[config.mk]
export PLATFORM = sky130hd
export DESIGN_NAME = fault_inject_chain
export DESIGN_NICKNAME = d
export VERILOG_FILES = /design/src/rtl/fault_inject_chain.sv
export SDC_FILE = /design/constraint.sdc
export NUM_CORES = 1
export LEC_CHECK = 0
export ABC_AREA = 1
export CORE_MARGIN = 2
export CORE_UTILIZATION = 51
export CTS_CLUSTER_DIAMETER = 50
export DETAILED_ROUTE_END_ITERATION = 16
export HOLD_SLACK_MARGIN = 0.03
export PLACE_DENSITY_LB_ADDON = 0.2
export SYNTH_ARGS = -nofsm -noshare
export SYNTH_HDL_FRONTEND = slang
export SYNTH_HIERARCHICAL = 1
export SYNTH_SLANG_ARGS = --single-unit
[constraint.sdc]
create_clock -name i_CLK_SYS -period 5.2 [get_ports i_CLK_SYS]
set_input_delay 1.04 -clock i_CLK_SYS [delete_from_list [all_inputs] [get_ports i_CLK_SYS]]
set_output_delay 1.04 -clock i_CLK_SYS [all_outputs]
set_load 0.01 [all_outputs]
[src/rtl/fault_inject_chain.sv]
// Receiving end of the fault-injection controller's serial link.
// Serial frames (mask LSB first, then CTRL[1], CTRL[0]) fill a shadow chain
// and commit to an active mask/control register on the last bit. A fault
// strobe then applies a stuck-at or timed bit-flip fault to the functional
// bus passing through this block.

// One bit of the functional bus: substitutes the stuck value or inverts the
// bit when this lane is selected by the mask.
module fault_inject_lane (
  input  logic func_in,
  input  logic mask,
  input  logic sa_en,
  input  logic tf_en,
  input  logic stuck_val,
  output logic func_out
);

  assign func_out = !mask ? func_in   :
                    sa_en ? stuck_val :
                    tf_en ? ~func_in  : func_in;

endmodule

module fault_inject_chain #(
  parameter int N_BITS   = 32,
  parameter int TF_WIDTH = 1,
  parameter int CNT_W    = $clog2(N_BITS+2)+1
) (
  input  logic              i_CLK_SYS,
  input  logic              i_RST_SYS,
  input  logic              i_SERIAL_IN,
  input  logic              i_EN_SR,
  input  logic              i_TFEn,
  input  logic              i_RST,
  input  logic [N_BITS-1:0] i_FUNC,
  output logic [N_BITS-1:0] o_FUNC,
  output logic [N_BITS-1:0] o_MASK,
  output logic [1:0]        o_CTRL,
  output logic [CNT_W-1:0]  o_BIT_CNT,
  output logic              o_FRAME_DONE,
  output logic              o_FAULT_ACTIVE
);

  // Shadow holds mask bits plus CTRL[1]; CTRL[0] arrives on the commit edge.
  localparam int SH_W = N_BITS + 1;
  localparam int TW_W = (TF_WIDTH > 1) ? $clog2(TF_WIDTH) : 1;
  localparam logic [CNT_W-1:0] LAST_BIT = CNT_W'(N_BITS + 1);

  localparam logic [1:0] S_IDLE  = 2'd0;
  localparam logic [1:0] S_ARMED = 2'd1;
  localparam logic [1:0] S_SA    = 2'd2;
  localparam logic [1:0] S_TF    = 2'd3;

  logic [1:0]        state;
  logic [SH_W-1:0]   shadow;
  logic [N_BITS-1:0] mask_q;
  logic [1:0]        ctrl_q;
  logic [CNT_W-1:0]  bit_cnt;
  logic [TW_W-1:0]   tw_cnt;
  logic              frame_done_q;
  logic              clr;
  logic              commit;
  logic              trig;
  logic              sa_en;
  logic              tf_en;

  assign clr    = i_RST_SYS | i_RST;
  assign commit = i_EN_SR && (bit_cnt == LAST_BIT);
  // A strobe only counts between frames with the link idle.
  assign trig   = i_TFEn && !i_EN_SR && (bit_cnt == '0);

  // Shadow chain fill and frame bit counter; idle gaps hold both.
  always_ff @(posedge i_CLK_SYS) begin
    if (clr) begin
      shadow  <= '0;
      bit_cnt <= '0;
    end else if (i_EN_SR) begin
      if (commit) begin
        bit_cnt <= '0;
      end else begin
        bit_cnt <= bit_cnt + CNT_W'(1);
        for (int i = 0; i < SH_W; i++)
          if (bit_cnt == CNT_W'(i)) shadow[i] <= i_SERIAL_IN;
      end
    end
  end

  // Active mask/control load and one-cycle frame-done pulse.
  always_ff @(posedge i_CLK_SYS) begin
    if (clr) begin
      mask_q       <= '0;
      ctrl_q       <= '0;
      frame_done_q <= 1'b0;
    end else begin
      frame_done_q <= commit;
      if (commit) begin
        mask_q <= shadow[N_BITS-1:0];
        ctrl_q <= {shadow[N_BITS], i_SERIAL_IN};
      end
    end
  end

  // Fault state machine; a commit always drops any fault back to ARMED.
  always_ff @(posedge i_CLK_SYS) begin
    if (clr) begin
      state  <= S_IDLE;
      tw_cnt <= '0;
    end else if (commit) begin
      state  <= S_ARMED;
      tw_cnt <= '0;
    end else begin
      case (state)
        S_ARMED: begin
          if (trig) begin
            if (ctrl_q[1]) begin
              state  <= S_TF;
              tw_cnt <= TW_W'(TF_WIDTH - 1);
            end else begin
              state <= S_SA;
            end
          end
        end
        S_TF: begin
          if (tw_cnt == '0) state  <= S_ARMED;
          else              tw_cnt <= tw_cnt - TW_W'(1);
        end
        default: ;
      endcase
    end
  end

  // Reset forces pass-through in the same cycle, before state clears.
  assign sa_en = (state == S_SA) && !clr;
  assign tf_en = (state == S_TF) && !clr;

  genvar g;
  generate
    for (g = 0; g < N_BITS; g++) begin : g_lane
      fault_inject_lane u_lane (
        .func_in   (i_FUNC[g]),
        .mask      (mask_q[g]),
        .sa_en     (sa_en),
        .tf_en     (tf_en),
        .stuck_val (ctrl_q[0]),
        .func_out  (o_FUNC[g])
      );
    end
  endgenerate

  assign o_MASK         = mask_q;
  assign o_CTRL         = ctrl_q;
  assign o_BIT_CNT      = bit_cnt;
  assign o_FRAME_DONE   = frame_done_q;
  assign o_FAULT_ACTIVE = (state == S_SA) || (state == S_TF);

endmodule

* Yosys cells after proc, flatten, opt, wreduce, memory -nomap -nowiden
Index checks and enable logic that the tools add are counted.
W data, S select, Z words.
** Storage, ports and cells
- Bits of input ports :: 38
- Latch bits :: 0
- Output and inout bits :: 75
- Memories kept :: 0
- Register bits :: 78
- Bits in read-only memories :: 0
- Memory bits (writable) :: 0
** Operators by class
- Bitwise gates (word level) :: 34
- Magnitude comparators :: 0
- Multipliers :: 0
- Add/subtract/negate cells :: 2
- Divide/modulo/power cells :: 0
- Muxes and demuxes :: 106
- Reduce and logical (&&, ||, !) cells :: 48
- Equal/unequal tests :: 41
- Shift-type cells :: 0
** Operator list (count)
- $eq A7 B5 Y1 const B :: 16
- $reduce_and A3 Y1 :: 36
- $mux W1 :: 101
- $eq A7 B4 Y1 const B :: 8
- $not A1 Y1 :: 33
- $eq A7 B3 Y1 const B :: 4
- $eq A7 B2 Y1 const B :: 2
- $eq A7 B6 Y1 const B :: 2
- $add A7 B1 Y7 const B :: 1
- $eq A7 B1 Y1 const B :: 1
- $logic_not A7 Y1 :: 1
- $mux W7 :: 1
- $ne A2 B2 Y1 const B :: 3
- $ne A3 B3 Y1 const B :: 2
- $logic_and A1 B1 Y1 :: 5
- $eq A2 B2 Y1 const B :: 2
- $mux W2 :: 2
- $pmux W2 S2 :: 1
- $reduce_bool A3 Y1 :: 1
- $eq A2 B1 Y1 const B :: 1
- $logic_not A1 Y1 :: 2
- $pmux W1 S2 :: 1
- $reduce_bool A2 Y1 :: 1
- $reduce_or A2 Y1 :: 1
- 3 further kinds :: 3

* Longest topological paths before layout
- Word-level depth :: 6
- Mapped depth :: 12

* Cells and area by module
Netlist, hierarchy kept.
** Modules (own cells, without submodules)
- fault_inject_chain :: instances 1, area an instance 3372.0 um2, seq. area each 1541.5 um2, cells an instance 491
- fault_inject_lane :: instances 32, area an instance 46.3 um2, seq. area each 0.0 um2, cells an instance 12

* Worst setup path before layout
Ideal clock, no wire load.
- Path kind :: input-to-output
- Start point :: in i_RST
- End point :: out o_FUNC[0]
- Slack :: 0.403 ns
- Data arrival time :: 3.757 ns
- Buffers on the path :: 0
- Stages :: 7
- Data required time :: 4.160 ns
- Cells stage by stage :: nor2_1 inv_2 nor2_1 nand2_1 nand3_1 nand2_1 nand2_1
** Between the ends
- Cells in the longest elaborated chain, start to end :: 6
- Elaborated cells on any way between the ends :: 7
- Those cells by class :: 3 x mux; 1 x bitwise; 3 x reduce/logical
** Ends and longest elaborated chain
- from (decl) :: RTL line 34 : input logic i_RST,
- $or A1 B1 Y1 :: RTL line 67 : assign clr = i_RST_SYS | i_RST;
- $logic_not A1 Y1 :: RTL line 134 : assign tf_en = (state == S_TF) && !clr;
- $logic_and A1 B1 Y1 :: RTL line 134
- net tf_en :: RTL line 65 : logic tf_en;
- $mux W1 :: RTL line 20 : tf_en ? ~func_in : func_in;
- $mux W1 :: RTL line 19 : sa_en ? stuck_val :
- $mux W1 :: RTL line 18 : assign func_out = !mask ? func_in :
- to (decl) :: RTL line 36 : output logic [N_BITS-1:0] o_FUNC,
The timed path passes the listed nets, and every way through them passes these cells.

==> impl_metrics.csv <==
group,metric,value,unit
synthesis,ys_seq_area_share,31.8,%
global_routing,initial_antenna_violation_count,0,
clocking,clock-sinks,77,
floorplanning,floorplan.rows,35,
synthesis,yosysTopAreaCellShare,31.8,%
synthesis,syn-num-nets,917,
global_routing,largest_net_degree_at_the_start_of_global_routing,68,
synthesis,number_of_standard_cells_after_synthesis,875,
synthesis,synthDominantAreaCellType,"dfxtp_1",
timing,fin_tns_setup,0,ns
timing,grt_setup_unrepaired,"false",
min_path,hold_path_depth,2,
placed_design,port-buffer-count,112,
floorplanning,die-area,0.0103,sq mm
synthesis,syn_area_per_cell,5.55,sq um
synthesis,synthTopCellsByArea,"dfxtp_1, nand2_1, inv_1, nor2_1, nand3_1",
timing,max_slew.worst_pin.slew,0.810,ns
global_routing,grt_pass1_vias,4535,
final_layout,area_delta_synth_final,29.3,%
setup_path,r2r_slack,3.14,ns
setup_path,worst_ep_arrival_time,3.68,ns
floorplanning,die_x,102,um
drt,drt-vias-per-instance,4.60,
drt,drt_iter0_markers,200,
setup_path,critical_path.max_fanout,17,
global_routing,met2_track_utilization_from_global_routing,39.2,%
global_routing,global_route.usage.met3,3.04,%
synthesis,number_of_unique_standard_cell_types_used_by_synthesis,24,
clocking,clk_latency,0.35,ns
setup_path,r2r.worst_path.cells,7,
final_layout,finalInstanceArea,0.00628,sq mm
clocking,tritoncts,"yes",
drt,drt_wl_total,11.6,mm
timing,final_period_minus_worst_setup_slack,4.72,ns
timing,slew-limit-headroom,45.7,%
setup_path,critical-path-top-cell-by-count,"nand2_1",
final_layout,antenna_cells_inserted,0,
power_and_ir_drop,vdd.ir_drop.worst,0.202,mV
floorplanning,placeableCoreArea,0.00924,sq mm
floorplanning,chipHeight,102,um
timing,report.final.hold_viol_count,0,
setup_path,timing.critical_path.max_delay_family,"buffers and inverters",
min_path,hold_path.startpoint,"shadow[2]",
drt,detailroute.via_count,5113,
drt,drc_viols,0,
setup_path,cp.buffers_inverters,5,
timing,finalCritPeriodShare,90.9,%
timing,timing_max_transition_violations_final,0,
min_path,hold_class,"reg -> reg",
drt,detail_route.wl_per_cell,10.4,um
global_routing,busiest_layer,"met2",
clocking,cts_inserted_buffers,9,
synthesis,synth.cell_area,0.00485,sq mm
clocking,clock_path_buffers,2,
clocking,post_cts_resize_count,0,
global_routing,track_usage,23.8,%
setup_path,cpMaxStageDelayCell,"nor2_2",
setup_path,reg2reg_to,"o_MASK[25]",
timing,finalSetupViolCount,0,
drt,drtAntennaViolNets,0,
power_and_ir_drop,power-per-cell-area,194,mW/mm^2
drt,first_pass_iters,5,
final_layout,design.final.nets,1021,
timing,maxClockFrequency,212,MHz
placed_design,placed_cell_area,0.00606,sq mm
final_layout,fillers,872,
floorplanning,ios,113,
global_routing,global_route.usage.met1,32.0,%
global_routing,gr-total-overflow,0,
timing,skew,0.00593,ns
clocking,clock_tree.htree_level_count,3,
setup_path,crit_type,"in -> out",
placed_design,detailed_place_hpwl,8.09,mm
flow_run,max_cap_viol_count,0,
floorplanning,floorplan.initialDensity,52.5,%
setup_path,cp_endpoint_kind,"output port",
clocking,cts_root_buf,"clkbuf_8",
synthesis,yosys_register_bits,77,
global_routing,wire_length_of_the_first_global_routing_pass,20.1,mm
synthesis,yosysWarningCount,6,
final_layout,post_route_cells_drive_above_1_share,3.15,%
setup_path,cp_cell_sequence,"clkdlybuf4s50_1, inv_1, nand2_1, nor2_1, nand2_1, nand3_1, nor2_2, buf_4, inv_1, nor2_1, nor2_1, nand2_1, nand2_1, clkdlybuf4s50_1",
setup_path,cp_data_required_time,4.16,ns
status,status,"complete, no violations",
power_and_ir_drop,p_leak,0.00296,uW
setup_path,worstSetupStartpointType,"input pin",
placed_design,gp_routability_congestion,0.933,
setup_path,critPathMaxStageDelay,0.59,ns
clocking,post_cts_hold_buffer_count,0,
clocking,number_of_post_cts_setup_repair_buffers,0,
clocking,clk_pin_slew_worst_paths,0.08,ns
min_path,worst_hold_path.endpoint,"o_MASK[2]",
setup_path,reg2reg_from,"o_BIT_CNT[0]",
==> cells by family (layout without fill, tap and decap cells) <==
logic type,Yosys count,after routing,share of synthesized area (%)
adder cells (fa/ha/maj),4,4,1.03
flip-flops,77,77,31.8
XOR/XNOR,1,1,0.180
buffers and inverters,210,318,17.1
AND/OR/NAND/NOR,551,551,46.6
AO/OA/AOI/OAI,32,32,3.35
==> worst register-to-register path, stage by stage (launching register included) <==
cell and delay, ns:
dfxtp_1 0.45, ha_1 0.28, nand2_2 0.11, nor2_4 0.17, nand2_4 0.29, nor2_8 0.49
nand2_1 0.11, nand2_1 0.09
==> report_power, final <==
group | switching (uW) | internal [uW] | total [uW]
combinational | 64.4 | 66.9 | 131
sequential | 1.18 | 590 | 591
clock | 216 | 280 | 496
total | 282 | 937 | 1220
==> synth_stat cells <==
master    count
clkinv_1      1
inv_2         1
nand3b_1      1
buf_2         9
nand2_4       1
nand4_1       7
ha_1          4
o21ai_0      13
inv_1       183
clkbuf_1      9
nor2_2        1
buf_6         4
buf_1         3
dfxtp_1      77
a21boi_0      1
xor2_1        1
nor3_1        4
nand3_1      92
nor2_1      131
nand2_1     309
nor2_4        3
nand2_2       1
a21oi_1      18
nor2_8        1
==> worst max path at each step <==
stage	from	to	slack, ns	depth (start not counted)
CTS	i_EN_SR	o_FUNC[1]	0.43	14
global route	i_EN_SR	o_FUNC[1]	0.15	14
detailed placement	i_EN_SR	o_FUNC[28]	0.45	13
floorplan	i_RST	o_FUNC[0]	0.40	7
finish	i_EN_SR	o_FUNC[1]	0.48	14
global placement	i_EN_SR	o_FUNC[25]	0.57	13
==> metal layers <==
layer  up-vias  part of all wire [%]  routed length (um)
li1       2787                     -                   -
met1      2192                    48                5580
met2       118                    45                5230
met3        16                   4.6                 536
met4         0                   1.9                 215
met5         -                     0                   0
==> through the flow <==
step | setup slack, ns | util (%) | hold slack [ns] | power, uW | std cells
final | 0.475 | 67.9 | 0.443 | 1220 | 1112
after CTS | 0.426 | 67.9 | 0.448 | 1220 | 1112
after floorplan | 0.403 | - | 0.414 | 667 | 875
after global placement | 0.573 | 65.6 | 0.425 | 735 | 1097
after detailed placement | 0.446 | 65.6 | 0.429 | 736 | 1097
after global routing | 0.148 | 67.9 | 0.468 | 1260 | 1112
==> flip-flops by register name, indices dropped and copies added (netlist names) <==
name	cells
shadow	33
o_BIT_CNT	7
state	2
o_FRAME_DONE	1
o_MASK	32
o_CTRL	2
==> cells in the final DEF (no fill, tap or decap), drive strengths merged <==
master	Yosys	layout
nand2	311	311
inv	184	184
nor2	136	136
clkdlybuf4s50	0	112
nand3	92	92
dfxtp	77	77
a21oi	18	18
o21ai	13	13
clkbuf	9	11
nand4	7	7
buf	16	6
nor3	4	4
ha	4	4
bufinv	0	2
clkinv	1	2
a21boi	1	1
xor2	1	1
nand3b	1	1
clkinvlp	0	1
==> area by class of cell <==
| cell class | count | area, sq um | area share, % |
|---|---|---|---|
| Clock buffer | 11 | 141 | 2.25 |
| Clock inverter | 4 | 72.6 | 1.16 |
| Inverter | 185 | 694 | 11.1 |
| Multi-Input combinational cell | 588 | 2500 | 39.8 |
| Sequential cell | 77 | 1540 | 24.6 |
| Tap cell | 129 | 161 | 2.57 |
| Timing Repair Buffer | 118 | 1170 | 18.6 |
Note: power is estimated with default switching activity, not from simulation.
